$ cat src/rtl/simmem_pkg.sv
// Shared types and constants for the simulated memory controller.
// Latency: n/a (declarations only).
// Backpressure: n/a.
package simmem_pkg;

    localparam int unsigned IDWidth           = 4;
    localparam int unsigned AxAddrWidth       = 16;
    localparam int unsigned RowBufferLenWidth = 8;
    localparam int unsigned BurstLenWidth     = 8;
    localparam int unsigned BurstSizeWidth    = 3;
    localparam int unsigned BurstTypeWidth    = 2;

    // DRAM timing costs, in core cycles.
    localparam int unsigned RowHitCost     = 10;
    localparam int unsigned ActivationCost = 45;
    localparam int unsigned PrechargeCost  = 50;

    // Wide enough for PrechargeCost + ActivationCost + RowHitCost + 255 beats.
    localparam int unsigned CostWidth = 9;
    localparam int unsigned RowWidth  = AxAddrWidth - RowBufferLenWidth;

    typedef struct packed {
        logic [IDWidth-1:0]        id;
        logic [AxAddrWidth-1:0]    addr;
        logic [BurstLenWidth-1:0]  burst_length;
        logic [BurstSizeWidth-1:0] burst_size;
        logic [BurstTypeWidth-1:0] burst_type;
    } waddr_req_t;

    typedef struct packed {
        logic [IDWidth-1:0]        id;
        logic [AxAddrWidth-1:0]    addr;
        logic [BurstLenWidth-1:0]  burst_length;
        logic [BurstSizeWidth-1:0] burst_size;
        logic [BurstTypeWidth-1:0] burst_type;
    } raddr_req_t;

    typedef enum logic [1:0] {
        RowIdle    = 2'd0,
        RowService = 2'd1,
        RowReport  = 2'd2
    } row_state_e;

endpackage

$ cat src/rtl/simmem_row_cost.sv
// Service cost of one request against the single-bank row buffer.
// Latency: purely combinational.
// Backpressure: none; ports: row state + addr + burst_length in, cost_o out.
module simmem_row_cost
    import simmem_pkg::*;
#(
    parameter int unsigned BeatCost  = 1,
    parameter int unsigned CostWidth = simmem_pkg::CostWidth
) (
    input  logic                     row_open_i,
    input  logic [RowWidth-1:0]      open_row_i,
    input  logic [AxAddrWidth-1:0]   addr_i,
    input  logic [BurstLenWidth-1:0] burst_length_i,
    output logic [CostWidth-1:0]     cost_o
);

    logic [RowWidth-1:0]  req_row;
    logic [CostWidth-1:0] base_cost;
    logic [CostWidth-1:0] beat_cost;

    assign req_row = addr_i[AxAddrWidth-1:RowBufferLenWidth];

    always_comb begin
        base_cost = CostWidth'(PrechargeCost + ActivationCost + RowHitCost);
        if (!row_open_i) begin
            base_cost = CostWidth'(ActivationCost + RowHitCost);
        end else if (open_row_i == req_row) begin
            base_cost = CostWidth'(RowHitCost);
        end
    end

    // Zero-extended, no saturation: CostWidth is sized for the worst case.
    assign beat_cost = CostWidth'(burst_length_i) * CostWidth'(BeatCost);
    assign cost_o    = base_cost + beat_cost;

endmodule

$ cat src/rtl/simmem_row_scheduler.sv
// Round-robin write/read address arbiter with a one-bank row-buffer timing model.
// Latency: done_valid_o rises exactly <cost> cycles after the accept edge.
// Backpressure: one request in flight; readies low until done handshake (done_ready_i stalls REPORT).
module simmem_row_scheduler
    import simmem_pkg::*;
#(
    parameter int unsigned BeatCost  = 1,
    parameter int unsigned CostWidth = simmem_pkg::CostWidth
) (
    input  logic                 clk_i,
    input  logic                 rst_ni,
    input  waddr_req_t           waddr_i,
    input  logic                 waddr_valid_i,
    output logic                 waddr_ready_o,
    input  raddr_req_t           raddr_i,
    input  logic                 raddr_valid_i,
    output logic                 raddr_ready_o,
    output logic                 done_valid_o,
    input  logic                 done_ready_i,
    output logic [IDWidth-1:0]   done_id_o,
    output logic                 done_is_write_o,
    output logic [CostWidth-1:0] done_cost_o,
    output logic                 row_open_o,
    output logic [RowWidth-1:0]  open_row_o
);

    row_state_e           state_q, state_d;
    logic [CostWidth-1:0] cnt_q, cnt_d;
    logic                 last_was_write_q, last_was_write_d;
    logic                 row_open_q, row_open_d;
    logic [RowWidth-1:0]  open_row_q, open_row_d;
    logic [IDWidth-1:0]   done_id_q, done_id_d;
    logic                 done_is_write_q, done_is_write_d;
    logic [CostWidth-1:0] done_cost_q, done_cost_d;

    logic                     grant_w;
    logic                     grant_r;
    logic [AxAddrWidth-1:0]   sel_addr;
    logic [BurstLenWidth-1:0] sel_len;
    logic [IDWidth-1:0]       sel_id;
    logic [CostWidth-1:0]     sel_cost;

    logic unused_req_fields;
    assign unused_req_fields = ^{waddr_i.burst_size, waddr_i.burst_type,
                                 raddr_i.burst_size, raddr_i.burst_type};

    // Both valid: alternate away from the last winner. Single valid: it wins.
    assign grant_w = waddr_valid_i && (!raddr_valid_i || !last_was_write_q);
    assign grant_r = raddr_valid_i && !grant_w;

    assign sel_addr = grant_w ? waddr_i.addr         : raddr_i.addr;
    assign sel_len  = grant_w ? waddr_i.burst_length : raddr_i.burst_length;
    assign sel_id   = grant_w ? waddr_i.id           : raddr_i.id;

    simmem_row_cost #(
        .BeatCost  (BeatCost),
        .CostWidth (CostWidth)
    ) u_row_cost (
        .row_open_i     (row_open_q),
        .open_row_i     (open_row_q),
        .addr_i         (sel_addr),
        .burst_length_i (sel_len),
        .cost_o         (sel_cost)
    );

    always_comb begin
        state_d          = state_q;
        cnt_d            = cnt_q;
        last_was_write_d = last_was_write_q;
        row_open_d       = row_open_q;
        open_row_d       = open_row_q;
        done_id_d        = done_id_q;
        done_is_write_d  = done_is_write_q;
        done_cost_d      = done_cost_q;
        waddr_ready_o    = 1'b0;
        raddr_ready_o    = 1'b0;

        unique case (state_q)
            RowIdle: begin
                // Readies are gated by reset so nothing is granted while held in reset.
                waddr_ready_o = grant_w && rst_ni;
                raddr_ready_o = grant_r && rst_ni;
                if (grant_w || grant_r) begin
                    state_d          = RowService;
                    // SERVICE occupies cost-1 cycles, so REPORT lands in cycle <cost>.
                    cnt_d            = sel_cost - CostWidth'(1);
                    last_was_write_d = grant_w;
                    row_open_d       = 1'b1;
                    open_row_d       = sel_addr[AxAddrWidth-1:RowBufferLenWidth];
                    done_id_d        = sel_id;
                    done_is_write_d  = grant_w;
                    done_cost_d      = sel_cost;
                end
            end
            RowService: begin
                if (cnt_q <= CostWidth'(1)) begin
                    state_d = RowReport;
                    cnt_d   = '0;
                end else begin
                    cnt_d = cnt_q - CostWidth'(1);
                end
            end
            RowReport: begin
                if (done_ready_i) begin
                    state_d = RowIdle;
                end
            end
            default: begin
                state_d = RowIdle;
            end
        endcase
    end

    always_ff @(posedge clk_i) begin
        if (!rst_ni) begin
            state_q          <= RowIdle;
            cnt_q            <= '0;
            last_was_write_q <= 1'b0;
            row_open_q       <= 1'b0;
            open_row_q       <= '0;
            done_id_q        <= '0;
            done_is_write_q  <= 1'b0;
            done_cost_q      <= '0;
        end else begin
            state_q          <= state_d;
            cnt_q            <= cnt_d;
            last_was_write_q <= last_was_write_d;
            row_open_q       <= row_open_d;
            open_row_q       <= open_row_d;
            done_id_q        <= done_id_d;
            done_is_write_q  <= done_is_write_d;
            done_cost_q      <= done_cost_d;
        end
    end

    assign done_valid_o    = (state_q == RowReport);
    assign done_id_o       = done_id_q;
    assign done_is_write_o = done_is_write_q;
    assign done_cost_o     = done_cost_q;
    assign row_open_o      = row_open_q;
    assign open_row_o      = open_row_q;

endmodule

$ cat config.mk
export PLATFORM = sky130hd
export DESIGN_NAME = simmem_row_scheduler
export DESIGN_NICKNAME = d
export VERILOG_FILES = /design/src/rtl/simmem_pkg.sv /design/src/rtl/simmem_row_cost.sv /design/src/rtl/simmem_row_scheduler.sv
export SDC_FILE = /design/constraint.sdc
export NUM_CORES = 1
export LEC_CHECK = 0
export CAP_MARGIN = 10
export CELL_PAD_IN_SITES_DETAIL_PLACEMENT = 1
export CELL_PAD_IN_SITES_GLOBAL_PLACEMENT = 1
export CORE_MARGIN = 1.5
export CORE_UTILIZATION = 31
export CTS_CLUSTER_DIAMETER = 50
export DETAILED_ROUTE_END_ITERATION = 8
export GPL_ROUTABILITY_DRIVEN = 0
export PLACE_DENSITY = 0.84
export SYNTH_ARGS = -nofsm -noshare
export SYNTH_HDL_FRONTEND = slang
export SYNTH_HIERARCHICAL = 1
export SYNTH_SLANG_ARGS = --single-unit
$ cat constraint.sdc
create_clock -name clk_i -period 6 [get_ports clk_i]
set_clock_uncertainty 0.15 [all_clocks]
set_input_delay 1.2 -clock clk_i [delete_from_list [all_inputs] [get_ports clk_i]]
set_output_delay 1.2 -clock clk_i [all_outputs]
set_load 0.1 [all_outputs]
==> summary.log <==
[hold_path] type of the tightest min-delay check reg -> reg
[sta] slew at the pin closest to its max-slew limit 1010 ps
[hold_path] worst min-delay path startpoint done_cost_o[8]$_SDFFE_PN0P_
[floorplan] starting density of the core 31.9%
[worst_setup_path] endpoint arrival time on the critical path 5660 ps
[global_routing] via count of the first global-routing pass 2439
[worst_setup_path] timing startpoint of the critical path raddr_valid_i
[global_routing] global-route wire length before repair 11.8 mm
[sta] fmax 177 MHz
[worst_setup_path] worst path required time 6020 ps
[worst_setup_path] Critical path buffers and inverters 4
[clock_tree] clock tree from TritonCTS built
[power_and_ir_drop] switch share 55.9%
[worst_setup_path] crit path launch type input port
[sta] time the final worst path needs with I/O delays and setup 5640 ps
[power_and_ir_drop] combinational share of power 66.9%
[floorplan] standard-cell row count 31
[clock_tree] clock network latency to the later pin of the worst-skew pair 290 ps
[sta] final critical-path share of the clock period 93.9%
[sta] headroom to the max-slew limit 32.7%
[clock_tree] clock-pin transition on the worst setup and hold timing paths 70 ps
[detailed_routing] number of nets with antenna violations after routing 0
[final_layout] commonest non-fill, non-tap cells in the layout clkdlybuf4s50_1 (69), nor2_1 (34), dfxtp_1 (34)
[final_layout] synth-to-layout area growth 41.0%
[outcome] run status finished, final reports clean
[clock_tree] hold-fix buffer count after cts 0
[detailed_routing] total wire length 7.29 mm
[sta] setup tns final 0 ps
[worst_setup_path] critical path cell sequence clkdlybuf4s50_1 > a21boi_2 > buf_12 > mux2_2 > xor2_1 > nor4_1 > buf_4 > nand3_1 > ha_1 > fa_1 > a21oi_1 > inv_1 > a21oi_1 > xnor2_1 > or4_4 > nor4_4 > xnor2_1 > a2111oi_2
[logic_synthesis] mean post-synth cell area 8.01 sq um
[final_layout] Final #Nets 441
[sta] minimum setup slack in the final design 365 ps
[detailed_routing] DRC viols 0
[logic_synthesis] Syn Nets 369
[worst_setup_path] classification of the worst setup path in -> reg
[final_layout] ANT cells 0
[sta] final-report setup violation count 0
[clock_tree] TritonCTS buffer count 5
[clock_tree] postcts setup bufs 0
[logic_synthesis] netlist area before placement 0.00230 sq mm
[clock_tree] H-tree depth reported by CTS 2
[placement] pre-CTS setup slack 55.6 ps
[clock_tree] number of instances resized during post-cts repair 0
[worst_setup_path] Setup crit end kind register
[power_and_ir_drop] Static Leak 1.24 nW
[global_routing] total congestion overflow 0
[worst_setup_path] worst flop-to-flop path startpoint done_is_write_o$_SDFFE_PN0P_
[clock_tree] clock sink count 34
[logic_synthesis] count of synthesis-stage warnings from yosys 6
[worst_setup_path] largest delay contributor family on the critical path simple AND/OR/NAND/NOR gates
[detailed_routing] DR pass1 iterations 4
[global_routing] antenna violations before repair 0
[sta] max-slew violations 0
[power_and_ir_drop] Clk network pwr share 10.6%
[floorplan] Die Outline Area 0.00794 sq mm
[final_layout] ratio of cells with drive above 1 in the final layout 13.1%
[power_and_ir_drop] part of the power in registers 22.5%
[placement] estimated wirelength of the detail-placed design 5.47 mm
[detailed_routing] vias after detailed routing 2385
[power_and_ir_drop] total power 1.73 mW
[floorplan] Chip Width 89.1 microns
[worst_setup_path] CP max-delay cell or4_4
[floorplan] die height 89.1 microns
[sta] final hold violation count 0
[floorplan] IO Count 97
[clock_tree] root buf cell clkbuf_8
[power_and_ir_drop] Max rail drop VDD 0.393 mV
[run] max cap viols 0
[sta] setup repair after global routing missed its margin false
[global_routing] total global routing track utilization 19.3%
[detailed_routing] average wire per standard cell 15.9 microns
[clock_tree] Longest Clk Path Bufs 2
[final_layout] final core utilization 44.9%
[power_and_ir_drop] Internal Power 764 uW
[power_and_ir_drop] sw power 967 uW
[worst_setup_path] CP Max Fanout 12
[global_routing] maximum number of pins on one net before global-route repair 28
[logic_synthesis] number of instances in the synthesized netlist 287
[final_layout] most common library cell in the layout ignoring fill and taps clkdlybuf4s50_1
[detailed_routing] Starting DRT DRC Count 89
[sta] minimum hold slack 318 ps
[worst_setup_path] stage delay of the slowest cell on the critical path 550 ps
[detailed_routing] Via density 5.20
[placement] number of input and output port buffers inserted 70
[power_and_ir_drop] Pwr Density 534 mW/mm^2
[floorplan] Core Region 0.00721 sq mm
-- stage by stage --
| stage | instances | area [sq um] |
|---|---|---|
| CTS | 459 | 3240 |
| global placement | 451 | 3150 |
| global route | 459 | 3240 |
| detailed placement | 451 | 3150 |
| finish | 459 | 3240 |
| floorplan | 287 | 2300 |
-- sequential cells by signal, indices dropped and copies added, names as in the netlist --
signal,flops
state_q,2
done_id_o,4
done_cost_o,9
open_row_o,8
done_is_write_o,1
row_open_o,1
cnt_q,9
-- worst min-delay path: stages, from the launching register on --
cell,delay (ps)
dfxtp_1,320
nand2_1,50
a21oi_1,50
-- area by class of cell --
class                      instances  area [sq um]
clock inverter                     2          12.5
inverter                          11          41.3
timing repair buffer              79           778
multi-input combinational        228          1520
clock buffer                       6          82.6
tap                               99           124
fill                             895          3970
sequential                        34           681
-- path summary, 6_finish.rpt --
path / to / slack, ps / depth (start not counted)
setup / recovery: cnt_q[7]$_SDFFE_PN0P_ / 360 / 18
hold / removal: done_cost_o[8]$_SDFFE_PN0P_ / 320 / 2
setup reg to reg: cnt_q[7]$_SDFFE_PN0P_ / 1470 / 17
hold reg to reg: done_cost_o[8]$_SDFFE_PN0P_ / 320 / 2
-- power by group through the flow --
stage / registers [mW] / logic (mW) / clock network [mW]
finish: 0.389 / 1.16 / 0.184
detailed placement: 0.390 / 1.15 / 0
global route: 0.403 / 1.24 / 0.198
floorplan: 0.723 / 0.518 / 0
CTS: 0.389 / 1.16 / 0.188
global placement: 0.386 / 1.12 / 0
-- layer usage --
metal / wire length, microns / share of wire [%] / track usage (%) / vias to the layer above
met5: 0 / 0 / 0 / -
met2: 3860 / 53 / 34.5 / 46
met4: 134 / 1.8 / 7.27 / 0
li1: - / - / - / 1172
met3: 228 / 3.1 / 3.32 / 11
met1: 3060 / 42 / 23.0 / 1156
No activity file was read; power rests on OpenSTA's default activity.
